### config.mk
export PLATFORM = sky130hd
export DESIGN_NAME = if_fetch_stage
export DESIGN_NICKNAME = d
export VERILOG_FILES = /design/src/rtl/if_fetch_stage.sv
export SDC_FILE = /design/constraint.sdc
export NUM_CORES = 1
export LEC_CHECK = 0
export CAP_MARGIN = 20
export CELL_PAD_IN_SITES_DETAIL_PLACEMENT = 0
export CELL_PAD_IN_SITES_GLOBAL_PLACEMENT = 1
export CORE_MARGIN = 5
export CORE_UTILIZATION = 52
export DETAILED_ROUTE_END_ITERATION = 16
export DONT_BUFFER_PORTS = 1
export GPL_ROUTABILITY_DRIVEN = 0
export PLACE_DENSITY_LB_ADDON = 0.2
export REMOVE_ABC_BUFFERS = 1
export SLEW_MARGIN = 20
export SYNTH_ARGS = -nofsm -noshare
export SYNTH_HDL_FRONTEND = slang
export SYNTH_SLANG_ARGS = --single-unit
### constraint.sdc
create_clock -name clk -period 24.9 [get_ports clk]
set_clock_uncertainty 0.05 [all_clocks]
set_input_delay 6.225 -clock clk [delete_from_list [all_inputs] [get_ports clk]]
set_output_delay 6.225 -clock clk [all_outputs]
set_load 0.005 [all_outputs]
### src/rtl/if_fetch_stage.sv
// Instruction fetch stage: one outstanding bus request, registered IF/ID offer, redirect squashing.
// Optional performance counters are enabled with the IF_PERF_COUNTERS_EN macro.
module if_fetch_stage #(
  parameter logic [63:0] RESET_PC = 64'h0000_0000_8000_0000
) (
  input  logic        clk,
  input  logic        rst,
  input  logic        hold,
  input  logic        redirect_valid,
  input  logic [63:0] redirect_pc,
  output logic        if_req,
  output logic [63:0] if_addr,
  input  logic        if_ack,
  input  logic [31:0] if_rdata,
  output logic        out_valid,
  output logic [63:0] out_pc,
  output logic [31:0] out_inst,
  output logic [63:0] perf_fetch_cnt,
  output logic [63:0] perf_stall_cnt
);

  typedef enum logic [1:0] {StIdle, StReq, StValid, StDrop} state_e;

  state_e      state_q;
  logic [63:0] pc_q;
  logic [63:0] pend_pc_q;
  logic [63:0] target;
  logic [63:0] pc_inc;
  logic [63:0] drop_next;

  assign target    = redirect_pc & ~64'h3;
  assign pc_inc    = pc_q + 64'd4;
  // A redirect arriving together with the dropped ack wins over the older pending target.
  assign drop_next = redirect_valid ? target : pend_pc_q;

  always_ff @(posedge clk or posedge rst) begin
    if (rst) begin
      state_q   <= StIdle;
      pc_q      <= RESET_PC;
      pend_pc_q <= 64'h0;
      if_req    <= 1'b0;
      if_addr   <= RESET_PC;
      out_valid <= 1'b0;
      out_pc    <= 64'h0;
      out_inst  <= 32'h0000_0013;
    end else begin
      unique case (state_q)
        StIdle: begin
          state_q <= StReq;
          if_req  <= 1'b1;
          if (redirect_valid) begin
            pc_q    <= target;
            if_addr <= target;
          end else begin
            if_addr <= pc_q;
          end
        end
        StReq: begin
          if (if_ack) begin
            if (redirect_valid) begin
              // Returned word belongs to the squashed path; reissue at the target.
              pc_q    <= target;
              if_addr <= target;
            end else begin
              out_valid <= 1'b1;
              out_pc    <= pc_q;
              out_inst  <= if_rdata;
              if_req    <= 1'b0;
              state_q   <= StValid;
            end
          end else if (redirect_valid) begin
            pend_pc_q <= target;
            state_q   <= StDrop;
          end
        end
        StValid: begin
          if (redirect_valid) begin
            pc_q      <= target;
            if_addr   <= target;
            if_req    <= 1'b1;
            out_valid <= 1'b0;
            state_q   <= StReq;
          end else if (!hold) begin
            pc_q      <= pc_inc;
            if_addr   <= pc_inc;
            if_req    <= 1'b1;
            out_valid <= 1'b0;
            state_q   <= StReq;
          end
        end
        StDrop: begin
          if (if_ack) begin
            pc_q    <= drop_next;
            if_addr <= drop_next;
            state_q <= StReq;
          end else if (redirect_valid) begin
            pend_pc_q <= target;
          end
        end
        default: state_q <= StIdle;
      endcase
    end
  end

`ifdef IF_PERF_COUNTERS_EN
  logic [63:0] fetch_cnt_q;
  logic [63:0] stall_cnt_q;

  always_ff @(posedge clk or posedge rst) begin
    if (rst) begin
      fetch_cnt_q <= 64'h0;
      stall_cnt_q <= 64'h0;
    end else if (out_valid && !redirect_valid) begin
      if (hold) stall_cnt_q <= stall_cnt_q + 64'd1;
      else      fetch_cnt_q <= fetch_cnt_q + 64'd1;
    end
  end

  assign perf_fetch_cnt = fetch_cnt_q;
  assign perf_stall_cnt = stall_cnt_q;
`else
  assign perf_fetch_cnt = 64'h0;
  assign perf_stall_cnt = 64'h0;
`endif

endmodule
---- Yosys cells after proc, flatten, opt, wreduce, memory -nomap -nowiden ----
Index checks and enable logic that the tools add are counted.
word-level totals
  register bits after elaboration ......... 292
  bits of input ports ..................... 101
  output and inout port bits .............. 290
  word-level logic and storage cells ...... 59
cells by class
  add/sub/neg operators ................... 1
  equality and inequality tests ........... 10
  mux-type cells .......................... 27
  bitwise gates (word level) .............. 2
  reduce and logical (&&, ||, !) cells .... 11
operators with widths
  kind                                            number
  2-to-1 mux 64 bit                               8
  case mux 64 bit (4 select lines)                2
  adder 64 x 3 -> 64 bit (second input constant)  1
  AND reduction 4 bit                             4
  2-to-1 mux 2 bit                                6
  inequality test 3 bit (second input constant)   3
  2-to-1 mux 1 bit                                8
  inequality test 2 bit (second input constant)   4
  case mux 2 bit (4 select lines)                 1
  AND reduction 3 bit                             2
  == test 2 bit (second input constant)           2
  case mux 1 bit (3 select lines)                 1
  nonzero test 3 bit                              1
  == test 2 x 1 -> 1 bit (second input constant)  1
  zero test 2 bit                                 1
  inverter 1 bit                                  2
  case mux 1 bit (2 select lines)                 1
  AND reduction 2 bit                             1
  nonzero test 2 bit                              1
  OR reduction 2 bit                              1

---- Longest topological paths before layout ----
  word-level depth ........................ 4
  mapped depth ............................ 10
  depth with buffers taken out ............ 7

---- Least setup slack after synthesis ----
OpenSTA, ideal clock, no wires.
  path type ............................... input to register
  from .................................... input redirect_valid
  to ...................................... register out_inst[10]
  setup time .............................. 0.125 ns
  arrival ................................. 7.781 ns
  required time ........................... 24.725 ns
  setup slack ............................. 16.944 ns
  stages on the path ...................... 6
  path buffers ............................ 2
  cells stage by stage .................... clkinv_1 > nand2_1 > nor3_1 > clkbuf_1 > buf_2 > mux2_2
on the way
  cells in the longest elaborated chain, start to end .. 2
RTL lines
  element                               line  source
  start, declared                       9     input logic redirect_valid,
  inverter 1 bit (no source line)       n/a
  AND reduction 3 bit (no source line)  n/a
  end signal, assigned                  67    out_inst <= if_rdata;
  end, declared                         17    output logic [31:0] out_inst,
Every way passes these cells.
A chain may end at the register's enable or synchronous reset.

---- Worst setup path after layout ----
  from .................................... input redirect_valid
  to ...................................... register pc_q[33]
on the way
  cells in the longest elaborated chain, start to end .. 3
  elaborated cells between the ends (all ways) .. 8
  those cells by class .................... eq/ne (1); mux (6); reduce/logical (1)
RTL lines
  element                               line  source
  2-to-1 mux 64 bit                     n/a
  2-to-1 mux 64 bit (on tied branches)  n/a
  case mux 64 bit (4 select lines)      47    unique case (state_q)
  end signal, assigned                  52    pc_q <= target;
  end signal, assigned                  62    pc_q <= target;
  end signal, assigned                  93    pc_q <= drop_next;
  end, declared                         25    logic [63:0] pc_q;
Several ways; a longest one is shown, not always the timed one. The select of a mux whose other input is x is not followed.

==> results.py <==
metrics = {
    "synthesis": {
        "most_frequent_cells_after_synthesis": "sky130_fd_sc_hd__dfrtp_1 (287), sky130_fd_sc_hd__nand2_1 (204), sky130_fd_sc_hd__mux2_2 (137)",
        "post_synthesis_compound_gate_area_fraction": 0.1780,
        "yosys.area.top_type": "sky130_fd_sc_hd__dfrtp_1",
        "synthCells": 1762,
        "synth_top_family_by_area": "compound AO/OA/AOI/OAI gates",
        "synth-xor-area-share": 0.02065,
        "synthMuxAreaShare": 0.1060,
        "yosys-top-cells-area": "sky130_fd_sc_hd__dfrtp_1 (43%), sky130_fd_sc_hd__mux2_2 (9.3%), sky130_fd_sc_hd__buf_4 (5.8%)",
        "synthMostInstantiatedCell": "sky130_fd_sc_hd__dfrtp_1",
        "synth-seq-cells": 292,
        "seq_area_frac_synth": 0.4421,
        "synth-adder-area-share": 0.0007563,
        "yosys.area.top_type_share": 0.4341,
        "ys_async_rst_share": 1.000,
        "synth_top_flop_cell": "sky130_fd_sc_hd__dfrtp_1",
        "synthesized_area_divided_by_synthesized_cell_count_um2": 9.389,
        "yosysUniqueCellTypes": 85,
        "synth-edff-count": 0,
        "synth.cell_area_mm2": 0.01654,
        "ys.warnings.count": 0,
        "synth_simple_gate_area_share": 0.1509,
    },
    "global_routing": {
        "grt_usage": 0.2786,
        "wire_length_of_the_first_global_routing_pass_mm": 78.35,
        "grt_overflow": 0,
        "vias_in_the_first_global_route": 12830,
        "grt_start_max_net_pins": 113,
        "antenna_found_initial": 1,
        "gr-usage-met3": 0.07818,
        "gr-max-usage-layer": "met2",
        "gr_layer_usage_met2": 0.4400,
        "globalRouteMet1Util": 0.3823,
    },
    "setup_path": {
        "worst-endpoint-arrival_ns": 9.08,
        "critical_path.endpoint_type": "flip-flop",
        "reg2reg_depth": 7,
        "r2r_end": "pc_q[56]",
        "critical_path_class": "primary input to flip-flop",
        "cp_startpoint_kind": "primary input",
        "critPathMaxFanout": 112,
        "r2r_start": "state_q[0]",
        "cp.required_ns": 25.27,
        "r2r_slack_ns": 21.13,
    },
    "sta": {
        "final.setup.tns_ns": 0,
        "timing.slew.headroom": 0.2823,
        "rsz0062_at_grt": "false",
        "fmax_ghz": 0.1149,
        "drv_slew": 0,
        "period_minus_slack_ns": 8.705,
        "hold_violations": 0,
        "post-route-period-util": 0.3496,
        "tightest_slew_ns": 1.073,
        "report.final.setup_viol": 0,
    },
    "flow_run": {
        "drv_cap": 0,
    },
    "floorplanning": {
        "placementRows": 65,
        "core_mm2": 0.03147,
        "initial_utilization": 0.5256,
        "die_h_um": 188.4,
        "fp.dieArea_mm2": 0.03548,
        "ios": 391,
        "die_w_um": 188.4,
    },
    "drt": {
        "antenna_left": 0,
        "first_iter_violations": 1116,
        "vias": 13210,
        "post-route-drc-count": 0,
        "drt_wl_total_mm": 51.18,
        "route.detailed.wl_per_inst_um": 24.34,
        "vias_per_cell": 6.281,
        "drt_first_pass_iters": 6,
    },
    "cells_and_area": {
        "antenna-diode-count": 0,
        "filler_cell_count": 2828,
        "areaGrowthSynthToFinish_pct": 4.417,
        "final_design_area_no_fill_mm2": 0.01727,
        "final_util": 0.5488,
        "final_nets": 1779,
        "post_route_cells_drive_above_1_share": 0.1546,
    },
    "clock_network": {
        "post_cts_resized": 0,
        "cts_hold_repair.buffers": 0,
        "ctsLongestPathBuffers": 3,
        "cts-htree-levels": 2,
        "sink_count": 292,
        "cts_root_buf": "sky130_fd_sc_hd__clkbuf_16",
        "post-cts-setup-buffer-count": 0,
        "cts_inserted_buffers": 34,
        "clk_latency_ns": 0.53,
        "clock_tree_from_tritoncts": "done",
        "cts.reportedPaths.clkPinSlew_ns": 0.06,
    },
    "outcome": {
        "outcome": "complete, no violations",
    },
    "pwr": {
        "power.density_cell_area_mw_per_mm2": 91.25,
        "p_leak_nw": 7.217,
        "ir_worst_vdd_mv": 0.05968,
    },
    "place": {
        "place.detailed.hpwl_mm": 32.10,
        "buffer_ports.inserted": 0,
        "placement.cell_area_mm2": 0.01623,
    },
    "worst_hold_path": {
        "hold_path_end": "pend_pc_q[32]",
        "holdPathStages": 2,
        "hp-start": "pend_pc_q[32]",
        "timing.hold.worst.class": "flip-flop to flip-flop",
    },
}
==> stage by stage <==
| step | std cells | total power, mW | setup slack, ns | hold slack, ns |
|---|---|---|---|---|
| global route | 2103 | 1.668 | 16.09 | 0.4489 |
| finish | 2103 | 1.576 | 16.20 | 0.4307 |
| global placement | 2043 | 1.097 | 15.56 | 0.4106 |
| CTS | 2103 | 1.587 | 16.07 | 0.4329 |
| detailed placement | 2043 | 1.110 | 15.50 | 0.4196 |
| floorplan | 1618 | 0.9827 | 10.28 | 0.3946 |
==> layer usage <==
layer	vias to the layer above	wire [um]
met5	-	13
met4	2	1117
met3	81	5501
met2	686	23380
met1	6543	21170
li1	5896	-
==> final cells by class <==
cell class                      instances  area, um2  area share
Multi-Input combinational cell       1287       8085      0.4681
Inverter                               39      153.9    0.008909
Sequential cell                       292       7316      0.4235
Clock inverter                         10      68.82    0.003984
Tap cell                              402      503.0     0.02912
Clock buffer                           50      970.9     0.05621
Timing Repair Buffer                   23      176.4     0.01021
==> cells in the final DEF (no fill, tap or decap), drive strengths merged, types with 11 or more instances in the layout <==
| cell type | instances |
|---|---|
| a21oi | 86 |
| a22o | 14 |
| a22oi | 20 |
| a31oi | 30 |
| and2 | 14 |
| and3 | 18 |
| buf | 23 |
| clkbuf | 50 |
| conb | 128 |
| dfrtp | 287 |
| inv | 40 |
| mux2 | 137 |
| mux2i | 21 |
| nand2 | 205 |
| nand3 | 49 |
| nand4 | 31 |
| nor2 | 97 |
| nor3 | 47 |
| nor4 | 11 |
| o211ai | 19 |
| o21a | 15 |
| o21ai | 141 |
| o22ai | 16 |
| o31ai | 16 |
| xnor2 | 24 |
| xor2 | 15 |
==> state kept, by name (all words and copies together), names as in the netlist <==
name and count:
if_addr 64, out_pc 64, pc_q 64, pend_pc_q 64, out_inst 32, state_q 2, if_req 1, out_valid 1
==> logic make-up (layout without fill, tap and decap cells) <==
kind of cell / Yosys count / after routing
flops: 292 / 292
simple gates: 509 / 509
xor+xnor: 39 / 39
mux: 158 / 158
compound gates: 452 / 452
buf+inv: 310 / 122
other cells: 1 / 128
fa+ha+maj: 1 / 1
==> worst max-delay path, stage by stage <==
cell and delay [ns]:
sky130_fd_sc_hd__inv_2 0.49, sky130_fd_sc_hd__buf_4 0.57, sky130_fd_sc_hd__nand2_1 0.22, sky130_fd_sc_hd__nand2_1 0.73, sky130_fd_sc_hd__buf_4 0.45, sky130_fd_sc_hd__a222oi_1 0.12
sky130_fd_sc_hd__a22oi_1 0.18
==> how the worst max path moves through the flow <==
stage | cells past startpoint | end | from | slack (ns)
after floorplan | 4 | out_inst[0] | redirect_valid | 10.28
after global placement | 6 | out_pc[36] | redirect_valid | 15.56
after detailed placement | 6 | out_inst[17] | redirect_valid | 15.50
after CTS | 6 | out_inst[30] | redirect_valid | 16.07
after global routing | 6 | out_inst[3] | redirect_valid | 16.09
final | 7 | pc_q[33] | redirect_valid | 16.20
==> power by group <==
group	leakage, nW	internal (mW)	switching [mW]	total (mW)
Clock	0.517	0.271	0.201	0.472
Combinational	3.22	0.151	0.174	0.325
Sequential	3.49	0.618	0.161	0.779
No activity file was read; power rests on OpenSTA's default activity.
